===== config.mk =====
export PLATFORM = sky130hd
export DESIGN_NAME = alu_share_arbiter
export DESIGN_NICKNAME = d
export VERILOG_FILES = /design/src/rtl/alu_share_pkg.sv /design/src/rtl/rr_arbiter.sv /design/src/rtl/alu_share_arbiter.sv
export SDC_FILE = /design/constraint.sdc
export NUM_CORES = 1
export LEC_CHECK = 0
export ABC_AREA = 1
export BUFFER_PORTS_ARGS = -buffer_cell sky130_fd_sc_hd__clkbuf_2
export CAP_MARGIN = 25
export CORE_MARGIN = 2
export CORE_UTILIZATION = 48
export DETAILED_ROUTE_END_ITERATION = 16
export PLACE_DENSITY = 0.95
export SLEW_MARGIN = 20
export SYNTH_ARGS = -nofsm -noshare
export SYNTH_HDL_FRONTEND = slang
export SYNTH_HIERARCHICAL = 1
export SYNTH_SLANG_ARGS = --single-unit

===== constraint.sdc =====
create_clock -name clk -period 3.9 [get_ports clk]
set_input_delay 0.585 -clock clk [delete_from_list [all_inputs] [get_ports clk]]
set_output_delay 0.585 -clock clk [all_outputs]
set_load 0.01 [all_outputs]

===== src/rtl/alu_share_pkg.sv =====
// Shared types for the ALU-sharing arbiter: ALU op codes and the control FSM states.
package alu_share_pkg;

    localparam int OPND_W = 4;
    localparam int OP_W   = 3;
    localparam int RES_W  = 8;

    typedef enum logic [OP_W-1:0] {
        OP_ADD  = 3'd0,
        OP_SUB  = 3'd1,
        OP_AND  = 3'd2,
        OP_OR   = 3'd3,
        OP_XOR  = 3'd4,
        OP_NAND = 3'd5,
        OP_NOR  = 3'd6,
        OP_NOT  = 3'd7
    } alu_op_t;

    typedef enum logic [1:0] {
        IDLE = 2'd0,
        EXEC = 2'd1,
        RESP = 2'd2
    } state_t;

endpackage


===== src/rtl/rr_arbiter.sv =====
// Combinational round-robin pick: first set request after ptr, wrapping modulo NUM_REQ.
module rr_arbiter #(
    parameter int NUM_REQ = 2,
    parameter int ID_W    = 1
) (
    input  logic [NUM_REQ-1:0] req,
    input  logic [ID_W-1:0]    ptr,
    input  logic               en,
    output logic [NUM_REQ-1:0] grant,
    output logic [ID_W-1:0]    grant_idx,
    output logic               grant_valid
);

    // cand_idx[k] is the requester checked k-th, starting just after ptr
    logic [ID_W-1:0] cand_idx [NUM_REQ];

    genvar gi;
    generate
        for (gi = 0; gi < NUM_REQ; gi++) begin : g_cand
            assign cand_idx[gi] = ID_W'((int'(ptr) + gi + 1) % NUM_REQ);
        end
    endgenerate

    always_comb begin
        grant       = '0;
        grant_idx   = '0;
        grant_valid = 1'b0;
        for (int k = 0; k < NUM_REQ; k++) begin
            if (en && !grant_valid && req[cand_idx[k]]) begin
                grant_valid = 1'b1;
                grant_idx   = cand_idx[k];
            end
        end
        if (grant_valid) begin
            grant[grant_idx] = 1'b1;
        end
    end

endmodule


===== src/rtl/alu_share_arbiter.sv =====
// Time-shares one external combinational ALU among NUM_REQ requesters; one op in flight,
// result returned on a single tagged valid/ready response channel.
module alu_share_arbiter
    import alu_share_pkg::*;
#(
    parameter int NUM_REQ = 2,
    parameter int ID_W    = $clog2(NUM_REQ)
) (
    input  logic                  clk,
    input  logic                  rst,
    input  logic [NUM_REQ-1:0]    req_valid,
    output logic [NUM_REQ-1:0]    req_ready,
    input  logic [4*NUM_REQ-1:0]  req_a,
    input  logic [4*NUM_REQ-1:0]  req_b,
    input  logic [3*NUM_REQ-1:0]  req_op,
    output logic [3:0]            alu_a,
    output logic [3:0]            alu_b,
    output logic [2:0]            alu_op,
    input  logic [7:0]            alu_result,
    output logic                  rsp_valid,
    input  logic                  rsp_ready,
    output logic [7:0]            rsp_result,
    output logic [ID_W-1:0]       rsp_id
);

    logic [OPND_W-1:0] req_a_arr  [NUM_REQ];
    logic [OPND_W-1:0] req_b_arr  [NUM_REQ];
    logic [OP_W-1:0]   req_op_arr [NUM_REQ];

    genvar gi;
    generate
        for (gi = 0; gi < NUM_REQ; gi++) begin : g_unpack
            assign req_a_arr[gi]  = req_a[OPND_W*gi +: OPND_W];
            assign req_b_arr[gi]  = req_b[OPND_W*gi +: OPND_W];
            assign req_op_arr[gi] = req_op[OP_W*gi +: OP_W];
        end
    endgenerate

    state_t            state_reg, state_next;
    logic [ID_W-1:0]   ptr_reg, ptr_next;
    logic [OPND_W-1:0] a_reg, a_next;
    logic [OPND_W-1:0] b_reg, b_next;
    alu_op_t           op_reg, op_next;
    logic [ID_W-1:0]   g_reg, g_next;
    logic              rsp_valid_reg, rsp_valid_next;
    logic [RES_W-1:0]  rsp_result_reg, rsp_result_next;
    logic [ID_W-1:0]   rsp_id_reg, rsp_id_next;

    logic              arb_en;
    logic [NUM_REQ-1:0] grant;
    logic [ID_W-1:0]   grant_idx;
    logic              grant_valid;

    // Grants only in IDLE and never while reset is held, so no handshake can complete during reset
    assign arb_en = (state_reg == IDLE) && !rst;

    rr_arbiter #(
        .NUM_REQ (NUM_REQ),
        .ID_W    (ID_W)
    ) u_rr_arbiter (
        .req         (req_valid),
        .ptr         (ptr_reg),
        .en          (arb_en),
        .grant       (grant),
        .grant_idx   (grant_idx),
        .grant_valid (grant_valid)
    );

    assign req_ready = grant;

    always_comb begin
        state_next      = state_reg;
        ptr_next        = ptr_reg;
        a_next          = a_reg;
        b_next          = b_reg;
        op_next         = op_reg;
        g_next          = g_reg;
        rsp_valid_next  = rsp_valid_reg;
        rsp_result_next = rsp_result_reg;
        rsp_id_next     = rsp_id_reg;
        case (state_reg)
            IDLE: begin
                if (grant_valid) begin
                    a_next     = req_a_arr[grant_idx];
                    b_next     = req_b_arr[grant_idx];
                    op_next    = alu_op_t'(req_op_arr[grant_idx]);
                    g_next     = grant_idx;
                    ptr_next   = grant_idx;
                    state_next = EXEC;
                end
            end
            EXEC: begin
                rsp_result_next = alu_result;
                rsp_id_next     = g_reg;
                rsp_valid_next  = 1'b1;
                state_next      = RESP;
            end
            RESP: begin
                if (rsp_ready) begin
                    rsp_valid_next = 1'b0;
                    state_next     = IDLE;
                end
            end
            default: begin
                state_next = IDLE;
            end
        endcase
    end

    always_ff @(posedge clk) begin
        if (rst) begin
            state_reg      <= IDLE;
            ptr_reg        <= ID_W'(NUM_REQ - 1);
            a_reg          <= '0;
            b_reg          <= '0;
            op_reg         <= OP_ADD;
            g_reg          <= '0;
            rsp_valid_reg  <= 1'b0;
            rsp_result_reg <= '0;
            rsp_id_reg     <= '0;
        end else begin
            state_reg      <= state_next;
            ptr_reg        <= ptr_next;
            a_reg          <= a_next;
            b_reg          <= b_next;
            op_reg         <= op_next;
            g_reg          <= g_next;
            rsp_valid_reg  <= rsp_valid_next;
            rsp_result_reg <= rsp_result_next;
            rsp_id_reg     <= rsp_id_next;
        end
    end

    // ALU inputs only carry operands during EXEC; parked at zero otherwise
    assign alu_a  = (state_reg == EXEC) ? a_reg  : '0;
    assign alu_b  = (state_reg == EXEC) ? b_reg  : '0;
    assign alu_op = (state_reg == EXEC) ? op_reg : '0;

    assign rsp_valid  = rsp_valid_reg;
    assign rsp_result = rsp_result_reg;
    assign rsp_id     = rsp_id_reg;

endmodule


==> results.cfg <==
[status]
status = complete, no violations

[timing]
worst_slew_pin_slew_ns = 0.7054
rsz0062_at_grt = false
slew_headroom = 0.5286
fmax_mhz = 451.8
min_period_over_period = 0.5675
hold_viol_final = 0
post-route-min-period_ns = 2.213
tns_ns = 0
clock_skew_ns = 0.004175
finalSetupViolCount = 0
slew_violations = 0

[floorplanning]
rows = 17
die_y_um = 53.66
initial_utilization = 0.5201
core-area_um2 = 2276
die_w_um = 53.66
die-area_um2 = 2879
io_pins = 58

[critical_path]
r2r-end = a_reg[1]
slowest_stage = nand2_1
critPathKind = reg -> out
required_ns = 3.31
crit_path_max_fanout = 22
crit_path_cell_trace = inv_1 -> nand2_1 -> nor2_1 -> clkbuf_2
critPathBufInv = 2
cp_top_family = simple AND/OR/NAND/NOR gates
cp.arrival_ns = 1.63
reg2reg_depth = 5
reg2reg_slack_ns = 2.21
worst_setup_path_start_kind = register
end_kind = output pin
r2r-start = state_reg[1]
max_stage_delay_ns = 0.53

[cts]
cts_tree = built
htreeDepth = 1
cts.path.max_buffers = 2
clkLatencyLatePin_ns = 0.31
cts_setup_buffers = 0
cts_resized = 0
cts-root-buf = clkbuf_4
numCtsBuffers = 3
cts_num_sinks = 25
path_clk_slew_ns = 0.13
cts_hold_buf = 0

[synthesis]
synth_nets = 223
avgSynthCellArea_um2 = 6.296
postSynthCellCount = 188
ys_ff_latch = 25
synthSimpleGateAreaFrac = 0.3330
ys_types = 17
ys_seq_area_frac = 0.4228
synthAdderAreaFrac = 0
synth_top_family_by_area = simple AND/OR/NAND/NOR gates
synth_compound_area_frac = 0.1057
synth-xor-area-share = 0
synth_warnings = 6
netlist_area_um2 = 1184
muxShareOfSynthArea = 0

[worst_hold_path]
min_to = g_reg
whs_path_depth = 2
min-delay-start = rst
hold_class = in -> reg

[finish]
n_fill_cell = 236
diodes = 0
area_delta_synth_final_pct = 24.63
largest_reg_flops = 8
nets = 277
drive_gt1_frac = 0.2614
finalNonFillerCells = 269

[placement]
place_hpwl_mm = 1.947
place_congestion = 0.9000
dp_cells = 265
portBuffers = 57

[global_route]
grt_max_degree = 26
grt_util_all_layers = 0.1967
overflow = 0
grt_pass1_wl_mm = 4.140
grt_pass1_vias = 1075
antenna_found_initial = 0

[route]
vias = 1214
drt-pass1-iter-count = 4
final_antenna_net_count = 0
finalWirelength_mm = 2.533
post-route-drc-count = 0
vias_per_cell = 4.513
wire_per_inst_um = 9.416
drt-initial-drc-count = 13

[pwr]
ir_worst_vdd_v = 0.0002038
power-per-cell-area_nw_per_um2 = 350.3
leakage_uw = 0.0008219

[flow_run]
cap_violations = 0
-- cell usage in the layout, fill, tap and decap left out --
cell type,instances
clkbuf_2,57
nor2_1,55
nand2_1,38
inv_1,28
dfxtp_1,25
o21ai_0,21
nand3_1,3
a21oi_1,3
clkbuf_4,3
and3_1,2
nor3_1,1
nor2_2,1
nand2_2,1
inv_2,1
clkbuf_1,1
o21ai_1,1
-- area by class of cell --
cell class,count,area (um2),share of cell area
Timing Repair Buffer,57,285.3,0.1934
Sequential cell,25,500.5,0.3393
Inverter,29,108.9,0.07379
Clock buffer,4,26.28,0.01781
Tap cell,28,35.03,0.02375
Multi-Input combinational cell,126,519.2,0.3520
-- Yosys cell counts, drive strengths merged --
cell	number	area share
nand3	3	0.013
clkbuf	1	0.0042
buf	7	0.042
a21oi	3	0.013
nor2	56	0.18
and3	2	0.011
o21ai	22	0.093
nand2	39	0.13
nor3	1	0.0042
inv	29	0.092
dfxtp	25	0.42
-- layer usage --
| metal | global-route usage | up-vias | routed length [um] |
|---|---|---|---|
| li1 | - | 668 | - |
| met5 | 0 | - | 0 |
| met4 | 0.09829 | 0 | 40 |
| met1 | 0.2034 | 503 | 1093 |
| met3 | 0.02778 | 4 | 122 |
| met2 | 0.3807 | 39 | 1276 |
-- metrics by stage --
step / power [uW] / instance area (um2) / setup WS [ns] / utilization / hold slack, ns
floorplan: 372.5 / 1184 / 2.269 / - / 0.4298
global placement: 403.5 / 1449 / 1.929 / 0.6366 / 0.4611
detailed placement: 408.6 / 1449 / 1.888 / 0.6366 / 0.4599
CTS: 520.7 / 1475 / 1.702 / 0.6482 / 0.4659
global route: 549.8 / 1475 / 1.565 / 0.6482 / 0.4802
finish: 516.8 / 1475 / 1.687 / 0.6482 / 0.4700
-- worst max path at each step --
stage                  from      endpoint  slack (ns)  depth (start not counted)
2_1_floorplan           rst  req_ready[0]        2.27                          3
3_3_place_gp            rst      b_reg[2]        1.93                          6
3_5_place_dp            rst      b_reg[0]        1.89                          6
4_1_cts        state_reg[1]      alu_a[0]        1.70                          4
5_1_grt        state_reg[1]      alu_b[0]        1.56                          4
6_report       state_reg[1]      alu_a[0]        1.69                          4
-- report_power, final --
| part | leakage (uW) | switching (uW) | total, uW | internal [uW] |
|---|---|---|---|---|
| clock | 0.0000150 | 75.3 | 115 | 40.0 |
| sequential | 0.000205 | 9.51 | 287 | 278 |
| combinational | 0.000602 | 68.3 | 114 | 45.9 |
-- worst register-to-register path, stage by stage, from the launching register on --
cell and delay [ns]:
dfxtp_1 0.38, nor3_1 0.27, and3_1 0.59, o21ai_0 0.19, nor2_1 0.11, nor2_1 0.06
-- logic make-up after synthesis --
kind of cell           count (synthesis)
AOI/OAI and AO/OA                     25
buffers and inverters                 37
DFF                                   25
and+or+nand+nor                      101
No activity file was read; power rests on OpenSTA's default activity.
